**src/rtl/pipe_pkg.sv**
```systemverilog
// Shared pipeline definitions: register index width, MDU sequencer states
// and the register-match helper used by the hazard equations.
package pipe_pkg;

    localparam int REG_W = 5;

    typedef enum logic {
        MD_IDLE,
        MD_BUSY
    } md_state_t;

    // Register 0 is hard-wired to zero, so it never creates a dependency.
    function automatic logic reg_match(input logic [REG_W-1:0] a,
                                       input logic [REG_W-1:0] b);
        return (a != '0) && (a == b);
    endfunction

endpackage

```
**src/rtl/md_busy_counter.sv**
```systemverilog
// MDU occupancy sequencer: loads a cycle count on start, counts down while
// busy, and flags the final busy cycle with a registered done.
module md_busy_counter
    import pipe_pkg::*;
#(
    parameter int CNT_W = 6
) (
    input  logic             clk,
    input  logic             rst,
    input  logic             start,
    input  logic [CNT_W-1:0] len,
    output logic             busy,
    output logic             done
);

    md_state_t        state_reg;
    logic [CNT_W-1:0] cnt_reg;
    logic             busy_reg;
    logic             done_reg;

    always_ff @(posedge clk or posedge rst) begin
        if (rst) begin
            state_reg <= MD_IDLE;
            cnt_reg   <= '0;
            busy_reg  <= 1'b0;
            done_reg  <= 1'b0;
        end else begin
            case (state_reg)
                MD_IDLE: begin
                    if (start) begin
                        state_reg <= MD_BUSY;
                        cnt_reg   <= len;
                        busy_reg  <= 1'b1;
                        done_reg  <= (len == CNT_W'(1));
                    end
                end
                MD_BUSY: begin
                    // Final busy cycle: return to idle; otherwise count down and
                    // pre-compute done for the cycle that will hold cnt==1.
                    if (cnt_reg <= CNT_W'(1)) begin
                        state_reg <= MD_IDLE;
                        cnt_reg   <= '0;
                        busy_reg  <= 1'b0;
                        done_reg  <= 1'b0;
                    end else begin
                        cnt_reg  <= cnt_reg - CNT_W'(1);
                        done_reg <= (cnt_reg == CNT_W'(2));
                    end
                end
                default: begin
                    state_reg <= MD_IDLE;
                    cnt_reg   <= '0;
                    busy_reg  <= 1'b0;
                    done_reg  <= 1'b0;
                end
            endcase
        end
    end

    assign busy = busy_reg;
    assign done = done_reg;

endmodule

```
**src/rtl/hazard_controller.sv**
```systemverilog
// Hazard detection and stall/flush generation for the 5-stage core, covering
// load-use, branch-in-decode operand and MDU occupancy hazards.
module hazard_controller
    import pipe_pkg::*;
#(
    parameter int MULT_CYCLES = 4,
    parameter int DIV_CYCLES  = 32
) (
    input  logic             clk,
    input  logic             rst,
    input  logic [REG_W-1:0] rs_d,
    input  logic [REG_W-1:0] rt_d,
    input  logic [REG_W-1:0] rt_e,
    input  logic [REG_W-1:0] write_reg_e,
    input  logic [REG_W-1:0] write_reg_m,
    input  logic             reg_write_e,
    input  logic             mem_to_reg_e,
    input  logic             mem_to_reg_m,
    input  logic             branch_d,
    input  logic             md_op_d,
    input  logic             md_is_div_d,
    input  logic             hilo_read_d,
    output logic             stall_f,
    output logic             stall_d,
    output logic             flush_e,
    output logic             md_start,
    output logic             md_busy,
    output logic             md_done
);

    localparam int CNT_W = $clog2(DIV_CYCLES + 1);

    logic             lw_stall;
    logic             br_stall;
    logic             md_stall;
    logic             hz;
    logic [CNT_W-1:0] md_len;

    assign lw_stall = mem_to_reg_e &
                      (reg_match(rt_e, rs_d) | reg_match(rt_e, rt_d));

    assign br_stall = branch_d &
                      ((reg_write_e  & (reg_match(write_reg_e, rs_d) | reg_match(write_reg_e, rt_d))) |
                       (mem_to_reg_m & (reg_match(write_reg_m, rs_d) | reg_match(write_reg_m, rt_d))));

    // md_busy is registered, so this term cannot form a loop through md_start.
    assign md_stall = md_busy & (md_op_d | hilo_read_d);

    assign hz       = lw_stall | br_stall | md_stall;
    assign stall_f  = hz;
    assign stall_d  = hz;
    assign flush_e  = hz;
    assign md_start = md_op_d & ~hz;

    assign md_len = md_is_div_d ? CNT_W'(DIV_CYCLES) : CNT_W'(MULT_CYCLES);

    md_busy_counter #(
        .CNT_W (CNT_W)
    ) u_md_busy_counter (
        .clk   (clk),
        .rst   (rst),
        .start (md_start),
        .len   (md_len),
        .busy  (md_busy),
        .done  (md_done)
    );

endmodule

```
**config.mk**
```make
export PLATFORM = sky130hd
export DESIGN_NAME = hazard_controller
export DESIGN_NICKNAME = d
export VERILOG_FILES = /design/src/rtl/pipe_pkg.sv /design/src/rtl/md_busy_counter.sv /design/src/rtl/hazard_controller.sv
export SDC_FILE = /design/constraint.sdc
export NUM_CORES = 1
export LEC_CHECK = 0
export ABC_AREA = 1
export ABC_CLOCK_PERIOD_IN_PS = 1400
export BUFFER_PORTS_ARGS = -buffer_cell sky130_fd_sc_hd__buf_2
export CAP_MARGIN = 10
export CELL_PAD_IN_SITES_DETAIL_PLACEMENT = 2
export CELL_PAD_IN_SITES_GLOBAL_PLACEMENT = 2
export CORE_UTILIZATION = 22
export DETAILED_ROUTE_END_ITERATION = 12
export PLACE_DENSITY = 0.86
export SLEW_MARGIN = 25
export SYNTH_ARGS = -nofsm -noshare
export SYNTH_HDL_FRONTEND = slang
export SYNTH_HIERARCHICAL = 1
export SYNTH_SLANG_ARGS = --single-unit
```
**constraint.sdc**
```tcl
create_clock -name clk -period 1.4 [get_ports clk]
set_input_delay 0.07 -clock clk [delete_from_list [all_inputs] [get_ports clk]]
set_output_delay 0.07 -clock clk [all_outputs]
set_load 0.05 [all_outputs]
```
; ---- Word level (Yosys, flattened, before mapping)
; Index checks and enable logic that the tools add are counted.
[word_totals]
register_bits = 9
in_bits = 34
output_inout_bits = 6
elab_cells = 54
[classes]
n_addsub = 1
magnitude_cmp = 1
eq_ne = 10
muxes = 13
n_bitwise = 15
n_reduce_logical = 10
[op_table]
columns = operator, n
row1 = 5-bit equality test, 6
row2 = 6-bit two-way mux, 3
row3 = 5-bit nonzero test, 3
row4 = 6-bit one-hot mux with 2 select lines, 1
row5 = 1-bit OR, 7
row6 = 1-bit AND, 6
row7 = "6-bit by 1-bit equality test with 1-bit output, second input constant", 1
row8 = "6-bit by 2-bit equality test with 1-bit output, second input constant", 1
row9 = "6-bit by 1-bit less-or-equal comparator with 1-bit output, second input constant", 1
row10 = 1-bit logical AND, 6
row11 = 1-bit two-way mux, 6
row12 = 1-bit one-hot mux with 2 select lines, 3
row13 = "6-bit by 1-bit subtractor with 6-bit output, second input constant", 1
row14 = "2-bit inequality test, second input constant", 2
row15 = 1-bit inverter, 2
row16 = 2-bit AND reduction, 1

; ---- Depth between registers and ports, before layout
[depth]
ltp_word = 12
mapped_depth = 15

; ---- By module
; The synthesis kept the hierarchy.
[modules_own_cells]
columns = module, n_inst, cells_per_inst, area_per_inst_um2, seq_area_each_um2
row1 = hazard_controller, 1, 131, 598.1, 0.0
row2 = md_busy_counter, 1, 80, 574.3, 225.2

; ---- Worst setup path before layout
; No wires, ideal clock.
[synth_timing]
path_kind = reg-to-reg
start = reg u_md_busy_counter.busy_reg (netlist: u_md_busy_counter/busy)
end = reg u_md_busy_counter.cnt_reg[1]
t_arrival_ns = 2.095
required_time_ns = 1.276
path_slack_ns = -0.819
path_stages_with_launch = 8
path_buffers = 0
cell_sequence = dfrtp_1 o21a_1 a21oi_4 nand2_2 nor2_2 inv_1 o21ai_0 a21oi_2
[synth_via]
elab_chain_len = 5
[synth_rtl]
columns = element, line_no
row1 = "start, declared", md_busy_counter.sv:18  ; logic busy_reg;
row2 = "start signal, assigned", md_busy_counter.sv:25  ; busy_reg <= 1'b0;
row3 = "start signal, assigned", md_busy_counter.sv:33  ; busy_reg <= 1'b1;
row4 = "start signal, assigned", md_busy_counter.sv:43  ; busy_reg <= 1'b0;
row5 = 1-bit AND, hazard_controller.sv:47  ; assign md_stall = md_busy & (md_op_d | hilo_read_d);
row6 = 1-bit OR, hazard_controller.sv:49  ; assign hz = lw_stall | br_stall | md_stall;
row7 = via flush_e, hazard_controller.sv:25  ; output logic flush_e,
row8 = 1-bit inverter, hazard_controller.sv:53  ; assign md_start = md_op_d & ~hz;
row9 = 1-bit AND, hazard_controller.sv:53
row10 = via md_start, hazard_controller.sv:26  ; output logic md_start,
row11 = 2-bit inequality test (no line), n/a
row12 = "end signal, assigned", md_busy_counter.sv:32  ; cnt_reg <= len;
row13 = "end signal, assigned", md_busy_counter.sv:46  ; cnt_reg <= cnt_reg - CNT_W'(1);
row14 = "end, declared", md_busy_counter.sv:17  ; logic [CNT_W-1:0] cnt_reg;
; The timed path passes the listed nets, and every way through them passes these cells.
; A chain may end at the register's enable or synchronous reset.

; ---- Final worst setup path
[layout_timing]
start = reg u_md_busy_counter.busy_reg (netlist: u_md_busy_counter/busy)
end = out md_start
[layout_via]
elab_chain_len = 4
[layout_rtl]
columns = element, line_no
row1 = 1-bit AND, hazard_controller.sv:47
row2 = 1-bit OR, hazard_controller.sv:49
row3 = 1-bit inverter, hazard_controller.sv:53
row4 = 1-bit AND, hazard_controller.sv:53
row5 = "end, declared", hazard_controller.sv:26
; No other way between the ends.

==> metrics.cfg <==
[synth]
post-synth-top-count-cell=nand2_1
synth_edf_count=0
synthTopCellsByArea=nand2_1, dfrtp_1, inv_1
synth_cell_type_count=24
syn_area_um2=1170
ys_warn_count=6
yosysTopAreaCellShare_pct=22.4
synth_area_leader_cell=nand2_1
synthFlopType=dfrtp_1
postSynthAreaPerCell_um2=5.56
synthArstFlopShare_pct=100
synth_common_cells=nand2_1, inv_1, nor2_1
syn_inst=211
yosys_register_bits=9
yosysSeqAreaShare_pct=19.2

[layout]
final_cell_area_um2=1690
nets=310
largest_reg_flops=6
drive_gt1_share_pct=30.9
fillers=672
area_growth_pct=43.9
diodes=0
final_cells=342

[pwr]
p_per_area_nw_per_um2=1520
clockPowerShare_pct=11.9
power.static_leakage_nw=0.970
p_sw_share_pct=51.2
seqPwrFrac_pct=21.4
p_total_mw=2.56
ir_drop_mv=0.963
p_int_mw=1.25
p_sw_mw=1.31
p_comb_share_pct=66.7

[floorplan]
die_h_um=75
start_util_pct=23.0
die-area_um2=5630
num_rows=26
pin_count=40
design.core.area_um2=5110
die_w_um=75

[outcome]
status=complete, but fails checks
violations=setup timing

[flow_run]
cap_violations=0

[placed_design]
routabilityCongestion=0.809
dp.cells=335
dp_hpwl_um=3910
io_buffers=39
placed_area_um2=1560

[timing]
whs_ns=0.160
fin_ws_ns=-0.0634
slew_violations=0
setup-violations-final=7
period_needed_ns=1.46
fin_skew_ns=0.00312
grt_setup_unrepaired=true
timing_hold_violations_final=0
max_freq_ghz=0.683
post-route-period-util_pct=105

[clocking]
clk_root_buffer_cell=clkbuf_8
cts_made_buffers=3
cts_tree=built
path_clk_slew_ns=0.05
htreeDepth=1
clock_latency_ns=0.24
cts_buffer_depth=2
clock-sinks=9

[route]
vias=1487
wire_per_inst_um=13.3
drc=0
routed_wl_um=4550
drt_iter0_markers=19
ant_nets=0
vias_per_cell=4.35
firstDrtPassIters=4

[worst_setup_path]
slowest_stage=dfrtp_2
worstPathRequired_ns=1.33
slowest_delay_ns=0.41
critical_path.cell_chain=o21a_1, a21oi_4, nand2_4, nor2_4, buf_6
crit_path_end_kind=primary output
rrSetupSlack_ns=-0.05
path_class=reg2out
worst-path-max-fanout=4
worstPathArrival_ns=1.39
worstSetupStartpointType=flip-flop

[global_route]
grt_max_degree=10
grt_antenna_before_repair=0
grt_first_pass_wirelength_um=7410
grt_pass1_vias=1600
gr-usage-all-layers_pct=17.5
grt-ovfl-total=0

[hold_path]
hold_class=in2reg

[stage by stage]
stage	setup TNS, ns	setup slack (ns)	utilization [%]
after global routing	-1.09	-0.135	33.0
after CTS	-0.0225	-0.0225	32.2
after detailed placement	-1.55	-0.229	30.5
after floorplan	-2.63	-0.343	-
final	-0.224	-0.0634	33.0
after global placement	-0.645	-0.105	30.5
[worst max-delay path: cells and delay by family, from the launching register on]
family | cells | cell delay (ns)
flops | 1 | 0.41
compound gates | 2 | 0.28
simple gates | 2 | 0.28
buf+inv | 1 | 0.19
[what timing repair did]
item                                    CTS  global route
gates cloned                              0             0
hold buffers                              1             0
buffers inserted                          1             1
endpoints found under the setup margin    7            13
pin swaps                                 4             1
resized for setup                        10            14
hold endpoints to repair                  9             0
[cell families after synthesis]
logic type	after synthesis	synth area share (%)
adders and majority gates	3	3.20
and+or+nand+nor	122	42.8
AOI/OAI and AO/OA	24	12.1
buffers and inverters	40	13.4
DFF	9	19.2
xor gates and xnor gates	12	8.96
other	1	0.320
[layout make-up]
type                       instances  area [µm²]  share of cell area [%]
sequential                         9         226                    13.4
inverter                          38         148                    8.75
multi-input combinational        169         878                    52.1
timing repair buffer              52         302                    17.9
tap                               70        87.6                    5.19
clock buffer                       4        45.0                    2.67
[cell usage in the layout (no fill, tap or decap), drive strengths merged]
cell type    instances
dfrtp                9
nor3                 2
nand4                1
a21o                 1
dlygate4sd3          1
nand3               14
inv                 38
nor2                31
or2                  1
nand2               72
clkbuf               4
ha                   3
o21ai               12
xnor2                6
xor2                 6
and3                 1
conb                 8
a21oi               10
buf                 51
o21a                 1
[final timing paths]
check,cells past startpoint,to,start
setup / recovery,5,md_start,u_md_busy_counter/busy
hold / removal,3,u_md_busy_counter/cnt_reg[5],md_is_div_d
hold reg to reg,2,u_md_busy_counter/done,u_md_busy_counter/done
setup reg to reg,7,u_md_busy_counter/cnt_reg[0],u_md_busy_counter/busy
max in group asynchronous,3,u_md_busy_counter/busy,rst
min in group asynchronous,3,u_md_busy_counter/cnt_reg[2],rst
[routing by layer]
layer  GRT usage (%)  share of wire [%]  vias to the layer above
li1                -                  -                      753
met1            22.7                 46                      700
met2            31.3                 50                       30
met3           0.803                2.7                        4
met4            5.03                1.1                        0
met5               0                  0                        -
[power groups by stage]
| stage | clock, mW | sequential (mW) | combinational (mW) |
|---|---|---|---|
| 2_1_floorplan | 0 | 0.590 | 0.968 |
| 3_3_place_gp | 0 | 0.526 | 1.47 |
| 3_5_place_dp | 0 | 0.537 | 1.53 |
| 4_1_cts | 0.313 | 0.534 | 1.63 |
| 5_1_grt | 0.328 | 0.569 | 1.90 |
| 6_report | 0.305 | 0.547 | 1.71 |
Power figures use the tool's default switching activity.
